## config.mk

```make
export PLATFORM = sky130hd
export DESIGN_NAME = mc_dp
export DESIGN_NICKNAME = d
export VERILOG_FILES = /design/src/rtl/mc_dp.sv
export SDC_FILE = /design/constraint.sdc
export NUM_CORES = 2
export LEC_CHECK = 0
export BUFFER_PORTS_ARGS = -buffer_cell sky130_fd_sc_hd__buf_2
export CAP_MARGIN = 20
export CORE_ASPECT_RATIO = 1.2
export CORE_MARGIN = 2
export CORE_UTILIZATION = 35
export CTS_CLUSTER_SIZE = 20
export DETAILED_ROUTE_END_ITERATION = 16
export PLACE_DENSITY_LB_ADDON = 0.1
export SLEW_MARGIN = 20
export SYNTH_ARGS = -nofsm -noshare
export SYNTH_HDL_FRONTEND = slang
export SYNTH_SLANG_ARGS = --single-unit
export TNS_END_PERCENT = 100
```

## constraint.sdc

```tcl
create_clock -name Clk -period 40.5 [get_ports Clk]
set_input_delay 0 -clock Clk [delete_from_list [all_inputs] [get_ports Clk]]
set_output_delay 0 -clock Clk [all_outputs]
set_load 0.005 [all_outputs]
```

## src/rtl/mc_dp.sv

```systemverilog
// mc_dp: multi-cycle MIPS-subset datapath with integrated control FSM.
//
// One shared memory port carries both instruction fetch and data access.
// Every memory state holds its request until MemReady, so the memory may
// stall for any number of cycles.
//
// Ports:
//   Clk, Reset            clock (rising edge), asynchronous active-high reset
//   MemReq/MemWe          memory request valid / write request
//   MemAddr/MemWData      byte address / store data
//   MemReady/MemRData     memory accept (read data valid in the same cycle)
//   PC, State             current instruction address, FSM state (debug)
//   RegWe/RegAddr/RegWData  register-write trace, one cycle after the write
//   Retire                one-cycle pulse after an instruction completes
//
// Supported instructions:
//   addu subu jr addiu ori lui lw sw beq j jal. Anything else executes as a nop.
module mc_dp #(
  parameter int          WIDTH    = 32,
  parameter int          NREG     = 32,
  parameter logic [31:0] RESET_PC = 32'h0000_3000
) (
  input  logic             Clk,
  input  logic             Reset,
  output logic             MemReq,
  output logic             MemWe,
  output logic [WIDTH-1:0] MemAddr,
  output logic [WIDTH-1:0] MemWData,
  input  logic             MemReady,
  input  logic [WIDTH-1:0] MemRData,
  output logic [WIDTH-1:0] PC,
  output logic [2:0]       State,
  output logic             RegWe,
  output logic [4:0]       RegAddr,
  output logic [WIDTH-1:0] RegWData,
  output logic             Retire
);

  localparam int AW = (NREG > 1) ? $clog2(NREG) : 1;
  localparam logic [4:0] RA_IDX = 5'd31;

  localparam logic [5:0] OP_RTYPE = 6'h00;
  localparam logic [5:0] OP_J     = 6'h02;
  localparam logic [5:0] OP_JAL   = 6'h03;
  localparam logic [5:0] OP_BEQ   = 6'h04;
  localparam logic [5:0] OP_ADDIU = 6'h09;
  localparam logic [5:0] OP_ORI   = 6'h0D;
  localparam logic [5:0] OP_LUI   = 6'h0F;
  localparam logic [5:0] OP_LW    = 6'h23;
  localparam logic [5:0] OP_SW    = 6'h2B;
  localparam logic [5:0] FN_JR    = 6'h08;
  localparam logic [5:0] FN_ADDU  = 6'h21;
  localparam logic [5:0] FN_SUBU  = 6'h23;

  typedef enum logic [2:0] {
    S_FETCH  = 3'd0,
    S_DECODE = 3'd1,
    S_EXEC   = 3'd2,
    S_MEM    = 3'd3,
    S_WB     = 3'd4
  } state_t;

  state_t           state_q, state_d;
  logic [WIDTH-1:0] pc_q, pc_d;
  logic [31:0]      ir_q, ir_d;
  logic [WIDTH-1:0] a_q, a_d;
  logic [WIDTH-1:0] b_q, b_d;
  logic [WIDTH-1:0] imm_q, imm_d;
  logic [WIDTH-1:0] alu_q, alu_d;
  logic [WIDTH-1:0] mdr_q, mdr_d;
  logic             reg_we_q, reg_we_d;
  logic [4:0]       reg_addr_q, reg_addr_d;
  logic [WIDTH-1:0] reg_wdata_q, reg_wdata_d;
  logic             retire_q, retire_d;

  logic [WIDTH-1:0] regs_q [NREG];

  // Register-file write port, driven from the FSM below
  logic             rf_we;
  logic [AW-1:0]    rf_idx;
  logic [WIDTH-1:0] rf_wdata;

  // Memory-port values before the reset gate
  logic             mem_req;
  logic             mem_we;
  logic [WIDTH-1:0] mem_addr;
  logic [WIDTH-1:0] mem_wdata;

  // Instruction fields
  logic [5:0]  op, funct;
  logic [4:0]  rs_f, rt_f, rd_f;
  logic [15:0] imm16;
  logic [AW-1:0] rs_idx, rt_idx;
  logic [WIDTH-1:0] rs_val, rt_val;
  logic [WIDTH-1:0] imm_sext, imm_zext;
  logic [WIDTH-1:0] pc_plus4, jump_target;
  logic is_addu, is_subu, is_jr, is_addiu, is_ori, is_lui;
  logic is_lw, is_sw, is_beq, is_j, is_jal, is_alu;

  assign op     = ir_q[31:26];
  assign rs_f   = ir_q[25:21];
  assign rt_f   = ir_q[20:16];
  assign rd_f   = ir_q[15:11];
  assign funct  = ir_q[5:0];
  assign imm16  = ir_q[15:0];
  assign rs_idx = rs_f[AW-1:0];
  assign rt_idx = rt_f[AW-1:0];

  // Index 0 (after truncation to AW bits) is the hard-wired zero register
  assign rs_val = (rs_idx == '0) ? '0 : regs_q[rs_idx];
  assign rt_val = (rt_idx == '0) ? '0 : regs_q[rt_idx];

  assign imm_sext    = {{(WIDTH-16){imm16[15]}}, imm16};
  assign imm_zext    = {{(WIDTH-16){1'b0}}, imm16};
  assign pc_plus4    = pc_q + WIDTH'(4);
  assign jump_target = {pc_q[WIDTH-1:28], ir_q[25:0], 2'b00};

  assign is_addu  = (op == OP_RTYPE) && (funct == FN_ADDU);
  assign is_subu  = (op == OP_RTYPE) && (funct == FN_SUBU);
  assign is_jr    = (op == OP_RTYPE) && (funct == FN_JR);
  assign is_addiu = (op == OP_ADDIU);
  assign is_ori   = (op == OP_ORI);
  assign is_lui   = (op == OP_LUI);
  assign is_lw    = (op == OP_LW);
  assign is_sw    = (op == OP_SW);
  assign is_beq   = (op == OP_BEQ);
  assign is_j     = (op == OP_J);
  assign is_jal   = (op == OP_JAL);
  assign is_alu   = is_addu | is_subu | is_addiu | is_ori | is_lui;

  // Next-state, datapath register updates and memory-port drive
  always_comb begin
    state_d     = state_q;
    pc_d        = pc_q;
    ir_d        = ir_q;
    a_d         = a_q;
    b_d         = b_q;
    imm_d       = imm_q;
    alu_d       = alu_q;
    mdr_d       = mdr_q;
    reg_we_d    = 1'b0;
    reg_addr_d  = reg_addr_q;
    reg_wdata_d = reg_wdata_q;
    retire_d    = 1'b0;
    rf_we       = 1'b0;
    rf_idx      = '0;
    rf_wdata    = '0;
    mem_req     = 1'b0;
    mem_we      = 1'b0;
    mem_addr    = '0;
    mem_wdata   = '0;

    case (state_q)
      S_FETCH: begin
        mem_req  = 1'b1;
        mem_addr = pc_q;
        if (MemReady) begin
          ir_d    = MemRData[31:0];
          state_d = S_DECODE;
        end
      end

      S_DECODE: begin
        a_d = rs_val;
        b_d = rt_val;
        if (is_ori)
          imm_d = imm_zext;
        else if (is_lui)
          imm_d = imm_sext << 16;
        else
          imm_d = imm_sext;
        state_d = S_EXEC;
      end

      S_EXEC: begin
        if (is_alu) begin
          if (is_addu)
            alu_d = a_q + b_q;
          else if (is_subu)
            alu_d = a_q - b_q;
          else if (is_addiu)
            alu_d = a_q + imm_q;
          else if (is_ori)
            alu_d = a_q | imm_q;
          else
            alu_d = imm_q;
          state_d = S_WB;
        end else if (is_lw || is_sw) begin
          alu_d   = a_q + imm_q;
          state_d = S_MEM;
        end else begin
          // Control-flow and unrecognised instructions finish here
          retire_d = 1'b1;
          state_d  = S_FETCH;
          if (is_beq)
            pc_d = (a_q == b_q) ? (pc_plus4 + (imm_q << 2)) : pc_plus4;
          else if (is_j)
            pc_d = jump_target;
          else if (is_jal) begin
            pc_d        = jump_target;
            rf_we       = 1'b1;
            rf_idx      = RA_IDX[AW-1:0];
            rf_wdata    = pc_plus4;
            reg_we_d    = 1'b1;
            reg_addr_d  = RA_IDX;
            reg_wdata_d = pc_plus4;
          end else if (is_jr)
            pc_d = a_q;
          else
            pc_d = pc_plus4;
        end
      end

      S_MEM: begin
        mem_req  = 1'b1;
        mem_addr = alu_q;
        if (is_sw) begin
          mem_we    = 1'b1;
          mem_wdata = b_q;
        end
        if (MemReady) begin
          if (is_sw) begin
            pc_d     = pc_plus4;
            retire_d = 1'b1;
            state_d  = S_FETCH;
          end else begin
            mdr_d   = MemRData;
            state_d = S_WB;
          end
        end
      end

      S_WB: begin
        rf_we       = 1'b1;
        rf_idx      = (op == OP_RTYPE) ? rd_f[AW-1:0] : rt_f[AW-1:0];
        rf_wdata    = is_lw ? mdr_q : alu_q;
        reg_we_d    = 1'b1;
        reg_addr_d  = (op == OP_RTYPE) ? rd_f : rt_f;
        reg_wdata_d = rf_wdata;
        pc_d        = pc_plus4;
        retire_d    = 1'b1;
        state_d     = S_FETCH;
      end

      default: state_d = S_FETCH;
    endcase
  end

  // State and datapath registers
  always_ff @(posedge Clk or posedge Reset) begin
    if (Reset) begin
      state_q     <= S_FETCH;
      pc_q        <= WIDTH'(RESET_PC);
      ir_q        <= '0;
      a_q         <= '0;
      b_q         <= '0;
      imm_q       <= '0;
      alu_q       <= '0;
      mdr_q       <= '0;
      reg_we_q    <= 1'b0;
      reg_addr_q  <= '0;
      reg_wdata_q <= '0;
      retire_q    <= 1'b0;
    end else begin
      state_q     <= state_d;
      pc_q        <= pc_d;
      ir_q        <= ir_d;
      a_q         <= a_d;
      b_q         <= b_d;
      imm_q       <= imm_d;
      alu_q       <= alu_d;
      mdr_q       <= mdr_d;
      reg_we_q    <= reg_we_d;
      reg_addr_q  <= reg_addr_d;
      reg_wdata_q <= reg_wdata_d;
      retire_q    <= retire_d;
    end
  end

  // Register file; writes to the zero register are dropped
  always_ff @(posedge Clk or posedge Reset) begin
    if (Reset) begin
      for (int i = 0; i < NREG; i++)
        regs_q[i] <= '0;
    end else if (rf_we && (rf_idx != '0)) begin
      regs_q[rf_idx] <= rf_wdata;
    end
  end

  // Reset forces the state to FETCH, which would otherwise raise a request;
  // gating here drops the port immediately, even mid-transaction.
  assign MemReq   = mem_req & ~Reset;
  assign MemWe    = mem_we & ~Reset;
  assign MemAddr  = Reset ? '0 : mem_addr;
  assign MemWData = Reset ? '0 : mem_wdata;

  assign PC       = pc_q;
  assign State    = state_q;
  assign RegWe    = reg_we_q;
  assign RegAddr  = reg_addr_q;
  assign RegWData = reg_wdata_q;
  assign Retire   = retire_q;

endmodule
```

* Word level (Yosys, flattened, before mapping) *
Index checks and enable logic that the tools add are counted.

operators by class
  muxes and demuxes = 79
  equality and inequality tests = 26
  $add $sub $neg = 5
  order comparisons = 4
  bitwise logic cells = 12
  reductions and logical operators = 22

operators with widths
  kind                   count
  $mux 32                38
  $bwmux 1024            1
  $bmux 32 s5            2
  $pmux 32 s2            3
  $demux 32 s5           1
  $add 32x32->32         3
  $pmux 32 s3            1
  $mux 5                 11
  $add 32x3->32 const B  1
  $eq 32x32->1           1
  $or 32x32->32          1
  $sub 32x32->32         1
  $mux 31                1
  $eq 6x4->1 const B     4
  $eq 6x6->1 const B     4
  $pmux 5 s2             2
  $ge 6x6->1 const B     3
  $not 5->6              3
  $ne 2x2->1 const B     8
  $eq 6x2->1 const B     2
  $mux 3                 4
  $pmux 3 s4             1
  $mux 1                 11
  $logic_not 5->1        2
  25 further kinds       39

storage, ports and cells
  flip-flop bits (word level) = 1290
  output and inout port bits = 140
  bits of input ports = 35

* Longest topological paths before layout *
  depth after elaboration = 14
  depth in mapped cells = 19
  mapped depth without buffers = 18

* Worst setup path before layout *
Ideal clock, no wire load.

  path type = flip-flop to flip-flop
  from = register pc_q[2] (netlist: PC[2])
  to = register pc_q[31] (netlist: PC[31])
  slack = 36.228 ns
  arrival time = 4.176 ns
  period minus slack after synthesis = 4.272 ns
  data required time = 40.404 ns
  buffers on the path = 1
  cell stages (with the launch flop) = 19
  cells stage by stage = dfrtp_1 ha_1 nand3_1 or4_1 nor2_1 nand2_1 xnor2_1 ha_1 clkbuf_1 nand2_1 nor2_1 nand3_1 o21ai_0 nor2_1 a21oi_1 mux2i_1 o41ai_1 mux2_2 o31ai_1

on the way
  cells in the longest elaborated chain, start to end = 8
  elaborated cells between the ends (all ways) = 12
  those cells by class = add/sub: 2; mux: 10

RTL lines
  what                                                    RTL line  source
  start: declaration                                      64        logic [WIDTH-1:0] pc_q, pc_d;
  start signal: assignment                                253       pc_q <= WIDTH'(RESET_PC);
  start signal: assignment                                266       pc_q <= pc_d;
  $add 32x3->32 *                                         115       assign pc_plus4 = pc_q + WIDTH'(4);
  branches (longest 6 deep; another with $add 32x32->32)  --
  $pmux 32 s3 *                                           153       case (state_q)

Every way passes the cells marked *. The select of a mux whose other input is x is not followed.
A chain may end at the register's enable or synchronous reset.

* Final worst setup path *
Same ends and word-level chain as after synthesis.

==> flow_summary.ini <==
[run_status]
status = completed

[place]
gp_congestion = 0.980
place_area_mm2 = 0.0768
dp_hpwl_um = 218000
portBuffers = 174
dp_cells = 9568

[worst_setup_path]
path_depth = 17
crit_family = simple AND/OR/NAND/NOR gates
crit_type = reg2reg
crit-reg2reg-launch = PC[2]
end_kind = flip-flop
path_buf_inv = 0
reg2reg_depth = 17
reg2reg_slack_ns = 35.27
cp_common_cell = nor2_1
start_kind = flip-flop
r2r-end = PC[31]
max_stage_delay_ns = 0.67
crit_chain = ha_1 -> nand3_1 -> or4_1 -> nor2_1 -> nand2_1 -> xnor2_1 -> ha_1 -> nand2_1 -> nor2_1 -> nand3_1 -> a21oi_1 -> nor2_1 -> a21oi_1 -> mux2i_1 -> o41ai_1 -> mux2_2 -> o31ai_1
worstPathArrival_ns = 5.96
path_max_fanout = 9
startpoint = PC[2]
cp_slowest_cell = or4_1
critPathRequiredTime_ns = 41.23
setup.worst_path.end = PC[31]

[routing]
drc = 0
first_pass_iters = 5
wl_per_cell_um = 32.6
routed_wl_um = 323000
drtAntennaViolNets = 0
drt_iter0_drc = 5157
dr_total_vias = 58700
viasPerCell = 5.92

[layout]
instances_no_fill = 9912
register_area_mm2 = 0.0323
layout_commonest_cell = dfrtp_1
fillCellCount = 20400
largest_register_ffs = 1024
utilization_pct = 39.5
multi_input_area_mm2 = 0.0380
drive_gt1_share_pct = 19.8
final_cell_area_mm2 = 0.0825
areaGrowthSynthToFinish_pct = 12.6
regMostFlops = regs_q
nNetsFinal = 7192
mostFrequentLayoutCells = dfrtp_1, nor2_1, a21oi_1, o21ai_0, mux4_2

[cts]
clockBufferDepth = 3
insertion_delay_ns = 0.83
ctsResizeCount = 0
cts_tree = done
clk_pin_slew_ns = 0.06
clockRootBuffer = clkbuf_16
numCtsBuffers = 147
cts.htree.levels = 4
cts.sinks = 1290

[min_path]
min_path_cells = 3
hp-class = in2reg

[synthesis]
synth_edf_count = 0
synth.avg_cell_area_um2 = 10.4
synth_nets = 7271
synth_flop_cell = dfrtp_1
yosysUniqueCellTypes = 87
ys_ff_latch = 1290
syn_inst = 7071
synthArstFlopShare_pct = 100
ys_seq_area_share_pct = 44.1
yosysWarnings = 0
syn_area_mm2 = 0.0733

[pwr]
p_leak_uw = 0.0359
p_total_uw = 5470
vdd_drop_max_v = 0.0000514
power.density_mw_per_mm2 = 66.3

[floorplan]
core_area_mm2 = 0.209
io_pins = 175
start_util_pct = 35.1
dieArea_mm2 = 0.213
placementRows = 184
die_h_um = 505
die_x_um = 422

[timing]
fin_setup_tns_ns = 0
rsz0062_at_grt = false
hold_viol_final = 0
min_period_over_period_pct = 12.9
skew_ns = 0.0239
clock.fmax_ghz = 0.191
slew_headroom_pct = 20.4
slew_violations = 0
worst_pin_slew_ns = 1.18
setup_viol_count_final = 0
fin_crit_ns = 5.23

[global_routing]
grt_pass1_vias = 58400
grt_overflow = 0
grtUsageTotal_pct = 30.0
grt_start_max_net_pins = 153
antenna_found_initial = 12
grt_pass1_wl_um = 458000

[job]
cap_violations = 0
-- area by class of cell --
class,count,area share [%]
multi-input cells,4965,46.1
flip-flops and latches,1290,39.2
clock buffers,220,5.31
well taps,2790,4.23
repair buffers,427,3.68
inverters,161,0.742
clock inverters,47,0.738
diodes,12,0.0364
-- Yosys cell counts (all sizes together), types with 35 or more instances --
library cell | count | area, um2
a211oi | 35 | 263
a21o | 44 | 330
a21oi | 923 | 4620
a22oi | 46 | 345
buf | 217 | 1090
clkbuf | 438 | 1640
dfrtp | 1288 | 32200
ha | 161 | 2010
inv | 159 | 597
mux2 | 153 | 1720
mux2i | 154 | 1550
mux4 | 526 | 11800
nand2 | 509 | 1910
nand3 | 76 | 390
nor2 | 972 | 3790
nor2b | 43 | 269
nor3 | 73 | 375
o211ai | 44 | 330
o21ai | 555 | 2780
o21bai | 49 | 368
o22ai | 99 | 619
xnor2 | 75 | 657
xor2 | 39 | 349
-- layer usage --
| layer | share of wire [%] | track usage, % | wire length [um] | vias to the layer above |
|---|---|---|---|---|
| met5 | 0.017 | 0 | 56 | - |
| met4 | 5.8 | 15.4 | 18800 | 8 |
| met3 | 5.3 | 4.19 | 17100 | 611 |
| met2 | 49 | 50.3 | 157000 | 2142 |
| met1 | 40 | 37.9 | 130000 | 30400 |
| li1 | - | - | - | 25500 |
-- repair_timing --
action	in CTS	in global routing
buffers inserted	0	0
endpoints found under the hold margin	159	0
hold buffers	65	0
-- worst reg2reg max path: cells and delay by family (launching register included) --
family	cells	cell delay, ns
DFF	1	0.55
AOI/OAI and AO/OA	4	1.12
adders and majority gates	2	0.69
muxes	2	0.50
xor gates and xnor gates	1	0.50
and+or+nand+nor	8	1.79
-- power breakdown --
part           switching (uW)  total (uW)  internal (uW)  leakage (uW)
Sequential                311        1740           1430        0.0176
Clock                     606        1410            800       0.00244
Combinational            1530        2330            806        0.0158
-- worst min-delay path by stage --
stage                      start         end  slack [ns]
floorplan               MemReady    State[0]        0.11
CTS                 MemRData[27]    ir_q[27]       0.001
global route         MemRData[8]    mdr_q[8]        0.05
detailed placement         Reset  regs_q[38]        0.19
finish              MemRData[27]    ir_q[27]        0.06
global placement           Reset  regs_q[38]        0.18
-- logic make-up (layout without fill, tap and decap cells) --
| kind of cell | Yosys count | count (layout) | share of synthesized area, % |
|---|---|---|---|
| xor+xnor | 114 | 114 | 1.37 |
| fa+ha+maj | 165 | 165 | 2.86 |
| simple gates | 1818 | 1818 | 10.5 |
| mux | 833 | 833 | 20.6 |
| buf+inv | 816 | 855 | 4.55 |
| other cells | 0 | 12 | 0 |
| compound gates | 2035 | 2035 | 16.0 |
| flops | 1290 | 1290 | 44.1 |
-- stage by stage --
step | hold WS (ns) | setup slack, ns
floorplan | 0.112 | 3.86
global placement | 0.184 | 35.32
detailed placement | 0.193 | 35.41
CTS | 0.00135 | 35.19
global route | 0.0469 | 34.83
finish | 0.0585 | 35.27
(Power assumes the default switching activity.)
